--- src/rtl/controlador_interrupcao.sv ---
// Interrupt controller: round-robin quantum timer plus HALT trap, latching cause and resume PC
// until the OS acknowledges. Optional interrupt counter enabled by CONTADOR_INTERRUPCOES_EN.
module controlador_interrupcao #(
  parameter int ADDR_WIDTH = 13,
  parameter int DATA_WIDTH = 32,
  parameter int TIME_WIDTH = 16
) (
  input  logic                  clock,
  input  logic                  reset_n,
  input  logic                  halt,
  input  logic                  set_clock,
  input  logic [TIME_WIDTH-1:0] int_time,
  input  logic [ADDR_WIDTH-1:0] pc,
  input  logic [ADDR_WIDTH-1:0] pc_next,
  input  logic                  get_interruption,
  output logic                  int_clk,
  output logic                  int_halt,
  output logic [DATA_WIDTH-1:0] qual_interrupcao,
  output logic [ADDR_WIDTH-1:0] pc_interrup,
  output logic                  pendente,
  output logic [15:0]           total_interrupcoes
);

  typedef enum logic [1:0] {OCIOSO, CONTANDO, PENDENTE} estado_t;

  estado_t               estado_q, estado_d;
  logic [TIME_WIDTH-1:0] contador_q, contador_d;
  logic                  int_clk_q, int_clk_d;
  logic                  int_halt_q, int_halt_d;
  logic [1:0]            causa_q, causa_d;
  logic [ADDR_WIDTH-1:0] pc_q, pc_d;

  always_comb begin
    estado_d   = estado_q;
    contador_d = contador_q;
    int_clk_d  = 1'b0;
    int_halt_d = 1'b0;
    causa_d    = causa_q;
    pc_d       = pc_q;
    // HALT outranks both a reload and a coinciding expiry
    if (estado_q != PENDENTE && halt) begin
      int_halt_d = 1'b1;
      causa_d    = 2'd2;
      pc_d       = pc;
      contador_d = '0;
      estado_d   = PENDENTE;
    end else begin
      case (estado_q)
        OCIOSO: begin
          if (set_clock && int_time != '0) begin
            contador_d = int_time;
            estado_d   = CONTANDO;
          end
        end
        CONTANDO: begin
          if (set_clock) begin
            contador_d = int_time;
            if (int_time == '0) estado_d = OCIOSO;
          end else if (contador_q == TIME_WIDTH'(1)) begin
            int_clk_d  = 1'b1;
            causa_d    = 2'd1;
            pc_d       = pc_next;
            contador_d = '0;
            estado_d   = PENDENTE;
          end else begin
            contador_d = contador_q - TIME_WIDTH'(1);
          end
        end
        PENDENTE: begin
          if (get_interruption) begin
            causa_d  = 2'd0;
            estado_d = OCIOSO;
          end
        end
        default: estado_d = OCIOSO;
      endcase
    end
  end

  always_ff @(posedge clock or negedge reset_n) begin
    if (!reset_n) begin
      estado_q   <= OCIOSO;
      contador_q <= '0;
      int_clk_q  <= 1'b0;
      int_halt_q <= 1'b0;
      causa_q    <= 2'd0;
      pc_q       <= '0;
    end else begin
      estado_q   <= estado_d;
      contador_q <= contador_d;
      int_clk_q  <= int_clk_d;
      int_halt_q <= int_halt_d;
      causa_q    <= causa_d;
      pc_q       <= pc_d;
    end
  end

  assign int_clk          = int_clk_q;
  assign int_halt         = int_halt_q;
  assign qual_interrupcao = {{(DATA_WIDTH-2){1'b0}}, causa_q};
  assign pc_interrup      = pc_q;
  assign pendente         = (estado_q == PENDENTE);

`ifdef CONTADOR_INTERRUPCOES_EN
  logic [15:0] total_q;

  // Counts on the edge that launches the pulse; saturates instead of wrapping
  always_ff @(posedge clock or negedge reset_n) begin
    if (!reset_n)                                    total_q <= '0;
    else if ((int_clk_d || int_halt_d) && total_q != 16'hFFFF) total_q <= total_q + 16'd1;
  end

  assign total_interrupcoes = total_q;
`else
  assign total_interrupcoes = '0;
`endif

endmodule

--- config.mk ---
export PLATFORM = sky130hd
export DESIGN_NAME = controlador_interrupcao
export DESIGN_NICKNAME = d
export VERILOG_FILES = /design/src/rtl/controlador_interrupcao.sv
export SDC_FILE = /design/constraint.sdc
export NUM_CORES = 1
export LEC_CHECK = 0
export CAP_MARGIN = 20
export CELL_PAD_IN_SITES_DETAIL_PLACEMENT = 0
export CELL_PAD_IN_SITES_GLOBAL_PLACEMENT = 2
export CORE_MARGIN = 2
export CORE_UTILIZATION = 25
export DETAILED_ROUTE_END_ITERATION = 8
export GPL_TIMING_DRIVEN = 0
export HOLD_SLACK_MARGIN = 0.15
export PLACE_DENSITY = 0.88
export SYNTH_ARGS = -nofsm -noshare
export SYNTH_HDL_FRONTEND = slang
export SYNTH_SLANG_ARGS = --single-unit
--- constraint.sdc ---
create_clock -name clock -period 3.8 [get_ports clock]
set_input_delay 0.76 -clock clock [delete_from_list [all_inputs] [get_ports clock]]
set_output_delay 0.76 -clock clock [all_outputs]
set_load 0.01 [all_outputs]
==> impl_metrics.py, run 1 <==
metrics = {
    "status": {
        "outcome": "finished, final reports clean",
    },
    "synthesis": {
        "syn_inst": 274,
        "synth_top_family_by_area": "compound AO/OA/AOI/OAI gates",
        "ys_ff_latch": 35,
        "synthDistinctLibCells": 52,
        "synth_top_area_cell": "dfrtp_1",
        "ys_seq_area_share_pct": 36.1,
        "syn_area_mm2": 0.00243,
        "synthFlopType": "dfrtp_1",
        "synth_mux_area_share_pct": 5.36,
        "synth_edf_count": 0,
        "netlist.area_leader.share_pct": 36.1,
        "avgSynthCellArea_um2": 8.85,
        "yosys.area_share.adder_pct": 1.03,
        "yosys.area_share.xor_xnor_pct": 0,
        "yosys_warnings": 0,
        "async_reset_ff_share_pct": 100,
        "yosys-top-cells-area": "dfrtp_1 (36%), buf_4 (15%), mux2i_1 (5.4%)",
        "synth_compound_area_share_pct": 20.7,
        "yosysMostFrequentCell": "buf_4",
        "yosys-top-cells-count": "buf_4 (48), dfrtp_1 (35), nor2_1 (26), a21oi_1 (21), nand2_1 (17)",
        "synthSimpleGateAreaFrac_pct": 18.6,
    },
    "timing": {
        "slew_headroom_pct": 45.7,
        "final-setup-viol-count": 0,
        "fmax_mhz": 341,
        "clock_skew_ps": 6.87,
        "maxSlewViolCount": 0,
        "fin_crit_ps": 2930,
        "hold_violations": 0,
        "fin_crit_sh_pct": 77.1,
        "rsz0062_at_grt": "no",
        "worstMarginPinSlew_ps": 814,
        "setup_tns_ps": 0,
    },
    "power_and_ir_drop": {
        "leakage_uw": 0.00160,
        "irDropWorstVdd_uv": 215,
        "cellPowerDensity_mw_per_mm2": 440,
    },
    "clock_network": {
        "root_buffer": "clkbuf_8",
        "h-tree-depth": 2,
        "cts_sinks": 35,
        "cts_max_path_buffers": 2,
        "cts_setup_buffers": 0,
        "cts_made_buffers": 5,
        "clk_pin_slew_ps": 70,
        "postCtsResizedCells": 0,
        "cts_tree": "built",
        "worstSkewPairLatency_ps": 290,
        "hold_buffers": 0,
    },
    "die": {
        "core_mm2": 0.00933,
        "io_pins": 111,
        "start_util_pct": 26.0,
        "die_h_um": 103,
        "die_x_um": 103,
        "dieArea_mm2": 0.0105,
        "row_count": 35,
    },
    "placement": {
        "place_hpwl_um": 5280,
        "io_buffer_count": 63,
        "place.gp.congestion": 0.857,
    },
    "global_routing": {
        "grtUsageTotal_pct": 12.8,
        "grt_overflow_total": 0,
        "grt_max_degree": 36,
        "antenna_found_initial": 0,
        "grt_pass1_wl_um": 10400,
        "grt_pass1_vias": 2064,
    },
    "detailed_routing": {
        "via_per_inst": 4.25,
        "vias": 2204,
        "drt_iter0_markers": 76,
        "drc": 0,
        "wirelength_um": 6760,
        "wl_per_cell_um": 13.0,
        "firstDrtPassIters": 4,
        "ant_nets": 0,
    },
    "setup_path": {
        "slowest_stage": "nor4_1",
        "critical_path_required_ps": 4000,
        "setup.worst_path.class": "in -> reg",
        "crit_path_cell_trace": "clkdlybuf4s50_1 -> nor4_1 -> a41oi_1 -> o311ai_1 -> buf_2 -> a21oi_1 -> o211ai_1",
        "arrival_ps": 3130,
        "worstSetupEndpointType": "register",
        "start_kind": "input port",
        "cp_slowest_stage_delay_ps": 600,
        "cp_max_fo": 10,
    },
    "layout": {
        "num-nets-final": 438,
        "drive_gt1_share_pct": 18.5,
        "utilization_pct": 37.7,
        "fillers": 960,
        "n_antenna_cell": 0,
        "area_growth_pct": 44.9,
    },
    "job": {
        "drv_cap": 0,
    },
    "hold_path": {
        "hp-class": "reg -> reg",
    },
}
## worst paths after layout
path | cells after the start | slack (ps) | start | endpoint
setup / recovery | 7 | 870 | int_time[10] | contador_q[9]$_DFFE_PN0P_
hold / removal | 1 | 500 | contador_q[15]$_DFFE_PN0P_ | contador_q[15]$_DFFE_PN0P_
setup reg to reg | 5 | 1620 | contador_q[2]$_DFFE_PN0P_ | contador_q[11]$_DFFE_PN0P_
hold reg to reg | 1 | 500 | contador_q[15]$_DFFE_PN0P_ | contador_q[15]$_DFFE_PN0P_
max in group asynchronous | 1 | 2720 | reset_n | pc_interrup[4]$_DFFE_PN0P_
min in group asynchronous | 1 | 570 | reset_n | int_clk$_DFF_PN0_
## layout make-up
class | instances | area [um2] | share of cell area, %
well taps | 129 | 161 | 4.59
multi-input cells | 218 | 1280 | 36.4
inverters | 10 | 37.5 | 1.07
flip-flops and latches | 35 | 876 | 24.9
plain buffers | 56 | 402 | 11.4
clock buffers | 6 | 72.6 | 2.06
repair buffers | 63 | 626 | 17.8
clock inverters | 2 | 60.1 | 1.71
## layout by cell type (no fill, tap or decap), drive strengths merged, types with 2 or more instances in the layout
cell type | netlist | layout
a21o | 3 | 3
a31o | 2 | 2
clkbuf | 4 | 10
ha | 2 | 2
a31oi | 3 | 3
a21oi | 21 | 21
a22oi | 5 | 5
a221o | 2 | 2
or2 | 2 | 2
clkdlybuf4s50 | 0 | 62
o2bb2ai | 6 | 6
o31a | 2 | 2
dfrtp | 35 | 35
o211ai | 3 | 3
buf | 52 | 53
nor3 | 8 | 8
nand4 | 2 | 2
nor4 | 8 | 8
nand2b | 4 | 4
o22ai | 2 | 2
inv | 10 | 10
nand2 | 17 | 17
and2 | 2 | 2
and3 | 4 | 4
nor2 | 27 | 27
nor2b | 3 | 3
conb | 1 | 46
mux2i | 13 | 13
or3 | 4 | 4
bufinv | 0 | 2
o21ai | 13 | 13
## report_power, final
| part | internal [uW] | switching [uW] |
|---|---|---|
| Clock | 262 | 137 |
| Sequential | 454 | 67.9 |
| Combinational | 304 | 323 |
## stage by stage
stage	hold slack [ps]	instance area, um2	total power, uW	instances	worst slack (ps)
2_1_floorplan	464	2590	913	319	1570
3_3_place_gp	491	3390	1150	511	667
3_5_place_dp	496	3380	1160	511	685
4_1_cts	514	3510	1570	519	998
5_1_grt	541	3510	1660	519	812
6_report	504	3510	1550	519	871
## sequential cells by signal (all words and copies together) (netlist names)
register / count
causa_q: 2
contador_q: 16
estado_q: 2
int_clk: 1
int_halt: 1
pc_interrup: 13
## cells by family (layout without fill, tap and decap cells)
family          after synthesis  after routing
compound gates               72             72
fa+ha+maj                     2              2
buf+inv                      66            137
flops                        35             35
mux                          13             13
other cells                   1             46
simple gates                 85             85
## routing by layer
metal / vias to the layer above / track usage [%] / wire length (um)
met1: 1024 / 16.5 / 2860
li1: 1111 / - / -
met2: 65 / 21.5 / 3400
met4: 0 / 4.31 / 84
met5: - / 0 / 0
met3: 4 / 2.51 / 418
## worst max-delay path: cells and delay by family
kind / cells / cell delay (ps)
AO/OA/AOI/OAI: 4 / 1000
buffers and inverters: 2 / 770
AND/OR/NAND/NOR: 1 / 600
Power figures use the tool's default switching activity.
==> run 2, diff against run 1 <==
Settings changed: CORE_UTILIZATION 25 to 21, PLACE_DENSITY 0.88 to 0.79.
Clock period 3.8 ns to 2.4 ns, I/O delays scaled along.
==> run 2 against run 1 <==
Against the previous run: routed wire length is 5.2% higher; hold slack worse by 200 ps; clock power is 65% higher; final cell count is 2.5% higher; critical path depth stayed put; count of clock-buffer cells in the layout stayed put; sequential cell count stayed put; global-route usage is 1.7 points lower; combinational power is 64% higher; power is 63% higher; register-to-register slack worse by 1500 ps; utilization is 5.8 points lower; critical endpoint is now contador_q[13]$_DFFE_PN0P_; largest power group unchanged.
==> impl_metrics.py, run 2 (same netlist as run 1, synthesis figures left out) <==
metrics = {
    "status": {
        "outcome": "finished, final reports clean",
    },
    "global_routing": {
        "antenna_found_initial": 0,
        "grt_pass1_vias": 2150,
        "grt_max_degree": 36,
        "grt_pass1_wl_um": 11100,
        "grtUsageTotal_pct": 11.1,
        "grt_overflow_total": 0,
    },
    "timing": {
        "maxSlewViolCount": 0,
        "fin_crit_ps": 2310,
        "rsz0062_at_grt": "no",
        "clock_skew_ps": 5.42,
        "slew_headroom_pct": 43.3,
        "setup_tns_ps": 0,
        "worstMarginPinSlew_ps": 851,
        "timing.final.ws_setup_ps": 92.9,
        "final-setup-viol-count": 0,
        "fin_crit_sh_pct": 96.1,
        "fmax_mhz": 433,
        "hold_ws_ps": 307,
        "hold_violations": 0,
    },
    "detailed_routing": {
        "drc": 0,
        "drt_iter0_markers": 126,
        "vias": 2241,
        "firstDrtPassIters": 4,
        "ant_nets": 0,
        "wirelength_um": 7110,
        "wl_per_cell_um": 13.4,
        "via_per_inst": 4.21,
    },
    "setup_path": {
        "arrival_ps": 2490,
        "critical_path_required_ps": 2590,
        "worstSetupEndpointType": "register",
        "reg2regPathDepth": 5,
        "start_kind": "input port",
        "cp_max_fo": 10,
        "setup.worst_path.class": "in -> reg",
    },
    "placement": {
        "io_buffer_count": 63,
        "place.gp.congestion": 0.891,
        "dp_cells": 525,
        "dp_slack_ps": -570,
        "place_hpwl_um": 5400,
    },
    "job": {
        "drv_cap": 0,
    },
    "clock_network": {
        "cts_tree": "built",
        "hold_buffers": 0,
        "clk_pin_slew_ps": 60,
        "h-tree-depth": 2,
        "cts_setup_buffers": 0,
        "worstSkewPairLatency_ps": 280,
        "cts_made_buffers": 5,
        "cts_max_path_buffers": 2,
        "root_buffer": "clkbuf_16",
        "cts_sinks": 35,
    },
    "power_and_ir_drop": {
        "p_int_uw": 1620,
        "cellPowerDensity_mw_per_mm2": 695,
        "irDropWorstVdd_uv": 241,
        "clkPwrFrac_pct": 26.1,
        "p_switching_uw": 901,
        "pwr-share-comb_pct": 40.8,
        "swShare_pct": 35.7,
        "p_seq_share_pct": 33.1,
        "leakage_uw": 0.00162,
    },
    "die": {
        "core_mm2": 0.0114,
        "row_count": 39,
        "io_pins": 111,
        "die_h_um": 111,
        "start_util_pct": 21.3,
        "die_x_um": 111,
        "dieArea_mm2": 0.0124,
    },
    "layout": {
        "top_register": "contador_q",
        "multi_input_area_mm2": 0.00136,
        "num-nets-final": 438,
        "largest_reg_flops": 16,
        "n_antenna_cell": 0,
        "final_cells": 532,
        "mostFrequentLayoutCells": "clkdlybuf4s50_1 (62), buf_4 (48), conb_1 (46), dfrtp_1 (35), nor2_1 (26)",
        "layout_commonest_cell": "clkdlybuf4s50_1",
        "register_area_um2": 876,
        "fillers": 1204,
        "area_growth_pct": 49.6,
        "utilization_pct": 31.9,
        "drive_gt1_share_pct": 20.8,
    },
    "hold_path": {
        "hp-class": "in -> async",
    },
}
run 2: cell types whose count changed in the layout (fill, tap and decap cells not counted), moves of 3 or more:
cell       before  now
clkbuf_16       0    5
clkbuf_8        5    1
nor4_1          7    2
nor4_2          0    3
run 2: final cells by class:
cell class	count	share of cell area, %
Multi-Input combinational cell	218	37.5
Tap cell	143	4.93
Buffer	56	11.2
Inverter	10	1.03
Clock inverter	1	0.138
Timing Repair Buffer	63	17.2
Clock buffer	6	3.83
Sequential cell	35	24.1
run 2: per-stage QoR:
stage	cell area [um2]	power, uW
3_5_place_dp	3400	1840
5_1_grt	3630	2680
2_1_floorplan	2590	1450
4_1_cts	3590	2520
3_3_place_gp	3400	1830
6_report	3630	2520
run 2: layer usage:
metal / vias to the layer above / GRT usage [%] / wire [um]
li1: 1111 / - / -
met1: 1033 / 13.9 / 3170
met2: 91 / 18.9 / 3340
met3: 6 / 3.32 / 530
met4: 0 / 2.47 / 60
met5: - / 0 / 0
run 2: final timing paths:
kind	start	end	slack, ps
setup / recovery	int_time[10]	contador_q[13]$_DFFE_PN0P_	90
hold / removal	reset_n	contador_q[3]$_DFFE_PN0P_	310
setup reg to reg	contador_q[6]$_DFFE_PN0P_	estado_q[0]$_DFFE_PN0P_	100
hold reg to reg	pc_interrup[9]$_DFFE_PN0P_	pc_interrup[9]$_DFFE_PN0P_	520
max in group asynchronous	reset_n	int_halt$_DFF_PN0_	1550
min in group clock	pc_interrup[9]$_DFFE_PN0P_	pc_interrup[9]$_DFFE_PN0P_	520
run 2: worst max-delay path: stages:
cell,delay [ps]
clkdlybuf4s50_1,500
nor4_4,400
a41oi_2,230
o311ai_2,340
clkbuf_4,290
a21oi_1,60
o221ai_1,180
run 2: repair_timing:
action,CTS,global route
setup endpoints to repair,13,10
resized for setup,6,8
endpoints found under the hold margin,0,0
gates cloned,0,0
run 2: power by group through the flow:
stage | Clock, uW | Sequential, uW | Combinational (uW)
global placement | 0 | 833 | 994
detailed placement | 0 | 839 | 997
global route | 701 | 857 | 1120
finish | 658 | 835 | 1030
floorplan | 0 | 849 | 597
CTS | 675 | 832 | 1010
